==> config.mk <==
export PLATFORM = sky130hd
export DESIGN_NAME = pix_adjust
export DESIGN_NICKNAME = d
export VERILOG_FILES = /design/src/rtl/pix_pkg.sv /design/src/rtl/pix_chan.sv /design/src/rtl/pix_adjust.sv
export SDC_FILE = /design/constraint.sdc
export NUM_CORES = 1
export LEC_CHECK = 0
export ABC_AREA = 1
export CAP_MARGIN = 30
export CORE_MARGIN = 1
export CORE_UTILIZATION = 50
export DETAILED_ROUTE_END_ITERATION = 10
export PLACE_DENSITY = 0.72
export SKIP_CTS_REPAIR_TIMING = 1
export SLEW_MARGIN = 15
export SYNTH_ARGS = -nofsm -noshare
export SYNTH_HDL_FRONTEND = slang
export SYNTH_SLANG_ARGS = --single-unit
==> constraint.sdc <==
create_clock -name clk -period 3.85 [get_ports clk]
set_clock_uncertainty 0.15 [all_clocks]
set_input_delay 0.9625 -clock clk [delete_from_list [all_inputs] [get_ports clk]]
set_output_delay 0.9625 -clock clk [all_outputs]
set_load 0.01 [all_outputs]
==> src/rtl/pix_pkg.sv <==
// ---------------------------------------------------------------------------
// pix_pkg
// Shared constants, types and helpers for the pix_adjust gain/offset pixel
// stage and its per-channel datapath.
//   LATENCY    : data_i -> data_o pipeline depth in clocks
//   sync_t     : bundle of the three video sync/enable signals
//   unity_gain : gain code that represents 1.0 for a given fractional width
//   ch_lo      : low bit index of channel k in a packed per-channel bus
// ---------------------------------------------------------------------------
package pix_pkg;

  localparam int LATENCY = 3;

  typedef struct packed {
    logic vde;
    logic hsync;
    logic vsync;
  } sync_t;

  function automatic int unsigned unity_gain(input int unsigned frac);
    return 32'd1 << frac;
  endfunction

  function automatic int unsigned ch_lo(input int unsigned k, input int unsigned w);
    return k * w;
  endfunction

endpackage

==> src/rtl/pix_chan.sv <==
// ---------------------------------------------------------------------------
// pix_chan
// One colour channel of the pixel stage: fixed-point multiply, round, signed
// offset, clamp to [0, 2^DW-1]. Three register stages; the per-pixel gain,
// offset and bypass travel with the pixel so in-flight pixels keep the
// configuration they entered with.
// Ports:
//   clk, rst_n  : pixel clock, asynchronous active-low reset
//   i_pix       : channel sample entering stage 1
//   i_gain      : unsigned gain, FRAC fractional bits (active config)
//   i_ofs       : two's complement offset (active config)
//   i_bypass    : pass the sample through unmodified
//   i_vde_s3    : video enable aligned with the stage-3 register load
//   o_data      : processed sample (0 when vde low)
//   o_sat       : sample was clamped at either bound while vde high
// ---------------------------------------------------------------------------
module pix_chan
  import pix_pkg::*;
#(
  parameter int DW     = 8,
  parameter int GAIN_W = 9,
  parameter int FRAC   = 7,
  parameter int OFS_W  = DW + 1
) (
  input  logic              clk,
  input  logic              rst_n,
  input  logic [DW-1:0]     i_pix,
  input  logic [GAIN_W-1:0] i_gain,
  input  logic [OFS_W-1:0]  i_ofs,
  input  logic              i_bypass,
  input  logic              i_vde_s3,
  output logic [DW-1:0]     o_data,
  output logic              o_sat
);

  localparam int PW = DW + GAIN_W;   // product width
  localparam int SW = PW + 1;        // signed sum width
  localparam logic [SW-1:0] HALF = SW'(1) << (FRAC - 1);

  // stage 1: multiply
  logic [PW-1:0]    r_prod;
  logic [DW-1:0]    r_pix1;
  logic [OFS_W-1:0] r_ofs1;
  logic             r_byp1;

  // stage 2: round and offset
  logic [SW-1:0]    r_sum;
  logic [DW-1:0]    r_pix2;
  logic             r_byp2;

  // stage 3: clamp, vde mask
  logic [DW-1:0]    r_data;
  logic             r_sat;

  logic [PW-1:0]    w_prod;
  logic [SW-1:0]    w_rnd;
  logic [SW-1:0]    w_r;
  logic [SW-1:0]    w_ofs_ext;
  logic [SW-1:0]    w_sum;
  logic             w_neg;
  logic             w_over;
  logic [DW-1:0]    w_clamped;

  assign w_prod = PW'(i_pix) * PW'(i_gain);

  // The extra top bit keeps the rounding add from overflowing; after the
  // shift the value is non-negative, so unsigned addition of the
  // sign-extended offset yields the correct two's complement sum.
  assign w_rnd     = {1'b0, r_prod} + HALF;
  assign w_r       = w_rnd >> FRAC;
  assign w_ofs_ext = {{(SW-OFS_W){r_ofs1[OFS_W-1]}}, r_ofs1};
  assign w_sum     = w_r + w_ofs_ext;

  assign w_neg  = r_sum[SW-1];
  assign w_over = ~w_neg & (|r_sum[SW-2:DW]);

  always_comb begin
    w_clamped = r_sum[DW-1:0];
    if (w_neg) begin
      w_clamped = '0;
    end else if (w_over) begin
      w_clamped = '1;
    end
  end

  always_ff @(posedge clk or negedge rst_n) begin
    if (!rst_n) begin
      r_prod <= '0;
      r_pix1 <= '0;
      r_ofs1 <= '0;
      r_byp1 <= 1'b0;
    end else begin
      r_prod <= w_prod;
      r_pix1 <= i_pix;
      r_ofs1 <= i_ofs;
      r_byp1 <= i_bypass;
    end
  end

  always_ff @(posedge clk or negedge rst_n) begin
    if (!rst_n) begin
      r_sum  <= '0;
      r_pix2 <= '0;
      r_byp2 <= 1'b0;
    end else begin
      r_sum  <= w_sum;
      r_pix2 <= r_pix1;
      r_byp2 <= r_byp1;
    end
  end

  always_ff @(posedge clk or negedge rst_n) begin
    if (!rst_n) begin
      r_data <= '0;
      r_sat  <= 1'b0;
    end else if (!i_vde_s3) begin
      r_data <= '0;
      r_sat  <= 1'b0;
    end else if (r_byp2) begin
      r_data <= r_pix2;
      r_sat  <= 1'b0;
    end else begin
      r_data <= w_clamped;
      r_sat  <= w_neg | w_over;
    end
  end

  assign o_data = r_data;
  assign o_sat  = r_sat;

endmodule

==> src/rtl/pix_adjust.sv <==
// ---------------------------------------------------------------------------
// pix_adjust
// Per-channel gain/offset/clamp pixel stage between the video timing source
// and the TMDS encoder. Holds the frame-synchronous configuration registers,
// frame boundary detect, the sync delay line matching the datapath latency,
// and the frame and saturation counters. One pix_chan per colour channel.
// Ports:
//   clk, rst_n     : pixel clock, asynchronous active-low reset
//   data_i         : input pixel, channel k at [k*DW +: DW]
//   vde_i, hsync_i, vsync_i : video enable and syncs (vsync rise = frame)
//   cfg_gain_i     : per-channel unsigned gain, FRAC fractional bits
//   cfg_ofs_i      : per-channel signed offset
//   cfg_bypass_i   : pass pixels unmodified
//   cfg_valid_i    : one-cycle strobe capturing all cfg_* inputs
//   cfg_pending_o  : captured config waiting for the next frame boundary
//   data_o         : processed pixel, LATENCY clocks after data_i
//   vde_o, hsync_o, vsync_o : syncs delayed to match data_o
//   sat_cnt_o      : clamped channel samples in the last completed frame
//   frame_cnt_o    : frame boundaries seen, wraps
// ---------------------------------------------------------------------------
module pix_adjust
  import pix_pkg::*;
#(
  parameter int CH     = 3,
  parameter int DW     = 8,
  parameter int GAIN_W = 9,
  parameter int FRAC   = 7,
  parameter int OFS_W  = DW + 1,
  parameter int SAT_W  = 24
) (
  input  logic                clk,
  input  logic                rst_n,
  input  logic [CH*DW-1:0]    data_i,
  input  logic                vde_i,
  input  logic                hsync_i,
  input  logic                vsync_i,
  input  logic [CH*GAIN_W-1:0] cfg_gain_i,
  input  logic [CH*OFS_W-1:0] cfg_ofs_i,
  input  logic                cfg_bypass_i,
  input  logic                cfg_valid_i,
  output logic                cfg_pending_o,
  output logic [CH*DW-1:0]    data_o,
  output logic                vde_o,
  output logic                hsync_o,
  output logic                vsync_o,
  output logic [SAT_W-1:0]    sat_cnt_o,
  output logic [15:0]         frame_cnt_o
);

  localparam logic [GAIN_W-1:0] UNITY = GAIN_W'(unity_gain(FRAC));

  // configuration
  logic [CH*GAIN_W-1:0] r_pend_gain;
  logic [CH*OFS_W-1:0]  r_pend_ofs;
  logic                 r_pend_byp;
  logic                 r_pending;
  logic [CH*GAIN_W-1:0] r_act_gain;
  logic [CH*OFS_W-1:0]  r_act_ofs;
  logic                 r_act_byp;

  logic                 r_vs_prev;
  logic                 w_bound;
  logic [15:0]          r_frame_cnt;

  // sync delay line, index i holds the syncs after i+1 clocks
  sync_t                r_sync [LATENCY];
  sync_t                w_sync_in;

  // saturation statistics
  logic [CH-1:0]        w_sat;
  logic [SAT_W-1:0]     r_sat_acc;
  logic [SAT_W-1:0]     r_sat_cnt;
  logic                 r_vso_prev;
  logic                 w_vs_out;
  logic [SAT_W:0]       w_sat_sum;
  logic [SAT_W-1:0]     w_sat_next;

  assign w_bound = vsync_i & ~r_vs_prev;

  // A strobe coinciding with the boundary is routed straight to the active
  // set; the pending set is loaded too so the two never disagree afterwards.
  always_ff @(posedge clk or negedge rst_n) begin
    if (!rst_n) begin
      r_vs_prev   <= 1'b0;
      r_pend_gain <= {CH{UNITY}};
      r_pend_ofs  <= '0;
      r_pend_byp  <= 1'b0;
      r_pending   <= 1'b0;
      r_act_gain  <= {CH{UNITY}};
      r_act_ofs   <= '0;
      r_act_byp   <= 1'b0;
      r_frame_cnt <= '0;
    end else begin
      r_vs_prev <= vsync_i;
      if (cfg_valid_i) begin
        r_pend_gain <= cfg_gain_i;
        r_pend_ofs  <= cfg_ofs_i;
        r_pend_byp  <= cfg_bypass_i;
      end
      if (w_bound) begin
        r_act_gain  <= cfg_valid_i ? cfg_gain_i   : r_pend_gain;
        r_act_ofs   <= cfg_valid_i ? cfg_ofs_i    : r_pend_ofs;
        r_act_byp   <= cfg_valid_i ? cfg_bypass_i : r_pend_byp;
        r_pending   <= 1'b0;
        r_frame_cnt <= r_frame_cnt + 16'd1;
      end else if (cfg_valid_i) begin
        r_pending <= 1'b1;
      end
    end
  end

  always_comb begin
    w_sync_in       = '0;
    w_sync_in.vde   = vde_i;
    w_sync_in.hsync = hsync_i;
    w_sync_in.vsync = vsync_i;
  end

  always_ff @(posedge clk or negedge rst_n) begin
    if (!rst_n) begin
      for (int i = 0; i < LATENCY; i++) begin
        r_sync[i] <= '0;
      end
    end else begin
      r_sync[0] <= w_sync_in;
      for (int i = 1; i < LATENCY; i++) begin
        r_sync[i] <= r_sync[i-1];
      end
    end
  end

  // The channel's output register loads together with r_sync[LATENCY-1],
  // so it is fed the vde one stage earlier.
  for (genvar k = 0; k < CH; k++) begin : g_chan
    pix_chan #(
      .DW     (DW),
      .GAIN_W (GAIN_W),
      .FRAC   (FRAC),
      .OFS_W  (OFS_W)
    ) u_chan (
      .clk      (clk),
      .rst_n    (rst_n),
      .i_pix    (data_i[ch_lo(k, DW) +: DW]),
      .i_gain   (r_act_gain[ch_lo(k, GAIN_W) +: GAIN_W]),
      .i_ofs    (r_act_ofs[ch_lo(k, OFS_W) +: OFS_W]),
      .i_bypass (r_act_byp),
      .i_vde_s3 (r_sync[LATENCY-2].vde),
      .o_data   (data_o[ch_lo(k, DW) +: DW]),
      .o_sat    (w_sat[k])
    );
  end

  // Flags are already masked by the output-stage vde inside each channel.
  always_comb begin
    w_sat_sum = {1'b0, r_sat_acc};
    for (int k = 0; k < CH; k++) begin
      w_sat_sum = w_sat_sum + (SAT_W+1)'(w_sat[k]);
    end
    w_sat_next = w_sat_sum[SAT_W] ? '1 : w_sat_sum[SAT_W-1:0];
  end

  assign w_vs_out = r_sync[LATENCY-1].vsync;

  always_ff @(posedge clk or negedge rst_n) begin
    if (!rst_n) begin
      r_sat_acc  <= '0;
      r_sat_cnt  <= '0;
      r_vso_prev <= 1'b0;
    end else begin
      r_vso_prev <= w_vs_out;
      if (w_vs_out & ~r_vso_prev) begin
        r_sat_cnt <= w_sat_next;
        r_sat_acc <= '0;
      end else begin
        r_sat_acc <= w_sat_next;
      end
    end
  end

  assign cfg_pending_o = r_pending;
  assign vde_o         = r_sync[LATENCY-1].vde;
  assign hsync_o       = r_sync[LATENCY-1].hsync;
  assign vsync_o       = r_sync[LATENCY-1].vsync;
  assign sat_cnt_o     = r_sat_cnt;
  assign frame_cnt_o   = r_frame_cnt;

endmodule

==> results.md <==
- Layout cell share with drive strength beyond 1: 0.174
- Largest net degree at the start of global routing: 95
- Die Ht: 213 µm
- Crit-path max FO: 5
- Status: finished with violations
- Most common cell after layout, fill and taps aside: nand2_1
- Dpl ws: -1290 ps
- Pleak: 15.1 nW
- Post-synthesis sequential area ratio: 0.407
- Fin. max-slew vios: 0
- Port buffer count: roughly 150
- RSZ-0062 raised after global routing: yes
- Drc violations: 0
- Synth warnings: 0
- Worst Hold Class: flop to flop
- Post-synth EDFFs: 0
- Crit path DAT: around 4500 ps
- Failing checks: negative setup slack
- Synth cell types: 38
- Prevailing post-synth register cell: dfrtp_1
- Count of final hold-check violations: 0
- CTS buffer count: slightly above 40
- Multi-input logic area: ~12000 µm²
- Synthesized instance count: 2635
- Post-route ant nets: 0
- Total power: 24.8 mW
- Mean routed wirelength per cell: about 15 µm
- Post-Route WL: 53.3 mm
- Final Cycle Share: 1.08
- Crit Reg-Reg Endpoint: g_chan[2].u_chan.r_prod[12]$_DFF_PN0_
- Clk buf depth: 3
- FF+latch area: 9050 µm²
- Tmin final: 4170 ps
- Post-synth ARST share: 1.00
- Final setup vio count: 27
- FMAX: 240 MHz
- Net Count, Synth: 2992
- Hold path startpoint: g_chan[2].u_chan.r_pix1[1]$_DFF_PN0_
- Routability cong.: 0.887
- Register-to-Register Setup Slack: -250 ps
- Clock Pin Slew Worst Setup and Hold Paths: around 60 ps
- Post-layout nets: 3281
- CTS H-Tree Depth: 2
- Fillers: around 3600
- PnR worst setup slack: -319 ps
- DRT Pass-1 Iters: 5
- Commonest non-fill, non-tap cells in the layout: nand2_1, inv_1, dfrtp_1
- Worst Hold Path Cells: 0
- Starting DRT DRC Count: 1133
- HPWL Detailed: 39.9 mm
- Via Count: 17700
- Clock Sinks: 361
- Kind of critical path: primary input to flop
- Worst hold endpoint: g_chan[2].u_chan.r_pix2[1]$_DFF_PN0_
- Critical Path Sink Type: flop
- TritonCTS clock tree: yes
- Mapped cell area: 22200 µm²
- Pwr Density: 883 nW/µm²
- Slew HR: 0.464
- IO Count: around 150
- Synthesized area per cell: 8.42 µm²
- Maximum VDD drop: 675 µV
- Worst-Skew Late Latency: 570 ps
- Area Overhead vs Synth: 26.4%
- Crit path required time: just over 4000 ps
- Critical Path Start Type: primary input
- # diodes: 0
- Site row count: 76
- Initial Utilization: 0.511
- Die area: around 45000 µm²
- Mean number of vias per cell: 5.00
- Overall die width: between 200 and 250 µm
- GRT Total Usage: 0.239
- Vias in the first global route: 18000
- Yosys reg bits: 361
- Worst slew pin tran: 804 ps
- Critical register-to-register path startpoint: r_act_gain[23]$_DFFE_PN0P_
- First-pass GRT wire length: 86.2 mm
- Core ar.: 43500 µm²
- Reg2Reg Depth: 16
- Initial antenna violation count: 0
- Clock root buffer: clkbuf_16
- Max-cap violation count: 0
- Total gr overflow: 0
synthesized netlist by cell type, types with 12 or more instances:
cell	count	area [µm²]
a21oi_1	97	485
a31oi_1	65	407
clkbuf_1	75	282
dfrtp_1	355	8880
fa_1	128	2560
ha_1	144	1800
inv_1	498	1870
nand2_1	735	2760
nand3_1	86	430
nand4_1	16	100
nor2_1	183	687
nor3_1	20	100
o21ai_0	64	320
o21bai_1	12	90.1
xnor2_1	27	236
xor2_1	70	613
worst max-delay path: stages:
cell and delay [ps]:
buf_6 90, buf_6 120, buf_6 110, nand2_2 50
inv_2 40, fa_1 480, fa_1 500, fa_1 540
inv_2 40, fa_1 510, inv_2 50, ha_4 250
a21o_1 210, a21oi_2 140, nor2_1 70, nor2_1 140
nand2_1 70, nand2_1 60, nand2_1 40
stage by stage:
| step | cells | utilization | TNS (ps) | hold WS, ps | cell area, µm² |
|---|---|---|---|---|---|
| floorplan | 2635 | - | -12290 | 181 | 22900 |
| global placement | 3442 | 0.594 | -35360 | 181 | 25800 |
| detailed placement | 3442 | 0.594 | -37460 | 186 | 25800 |
| CTS | 3517 | 0.627 | -17970 | 194 | 27300 |
| global route | 3541 | 0.646 | -8310 | 200 | 28100 |
| finish | 3541 | 0.646 | -5140 | 192 | 28100 |
routing by layer:
metal / part of all wire / GRT usage
met1: 0.44 / 0.314
met2: 0.50 / 0.411
met3: 0.038 / 0.0309
met4: 0.022 / 0.0710
met5: 0 / 0
final cells by class:
class	instances	share of cell area
Clock buffer	53	0.0400
Clock inverter	22	0.0121
Inverter	502	0.0674
Multi-Input combinational cell	1684	0.423
Sequential cell	361	0.323
Tap cell	585	0.0261
Timing Repair Buffer	334	0.109
worst max path at each step:
| stage | from | endpoint | slack, ps |
|---|---|---|---|
| finish | data_i[22] | g_chan[2].u_chan.r_prod[15]$_DFF_PN0_ | -320 |
| floorplan | data_i[21] | g_chan[2].u_chan.r_prod[15]$_DFF_PN0_ | -530 |
| global route | data_i[22] | g_chan[2].u_chan.r_prod[15]$_DFF_PN0_ | -490 |
| global placement | data_i[7] | g_chan[0].u_chan.r_prod[13]$_DFF_PN0_ | -1210 |
| CTS | data_i[19] | g_chan[2].u_chan.r_prod[12]$_DFF_PN0_ | -710 |
| detailed placement | data_i[19] | g_chan[2].u_chan.r_prod[12]$_DFF_PN0_ | -1290 |
cells by family after synthesis:
group	after synthesis	share of synthesized area
AND/OR/NAND/NOR	1066	0.194
adder cells (fa/ha/maj)	272	0.197
flip-flops	361	0.407
XOR/XNOR	97	0.0383
buffers and inverters	590	0.101
AO/OA/AOI/OAI	249	0.0624
flip-flops by register name, indices dropped and copies added, names as in the netlist, 27 cells and up:
signal / count
r_pend_ofs: 27
g_chan.u_chan.r_ofs1: 27
r_pend_gain: 27
r_act_gain: 27
g_chan.u_chan.r_sum: 39
g_chan.u_chan.r_prod: 33
r_act_ofs: 27
report_power, final:
part           total, mW  switching, mW  internal, mW
clock               4.18           1.63          2.55
sequential          5.12          0.467          4.65
combinational       15.5           8.45          7.01
total               24.8           10.6          14.2
No activity file was read; power rests on OpenSTA's default activity.
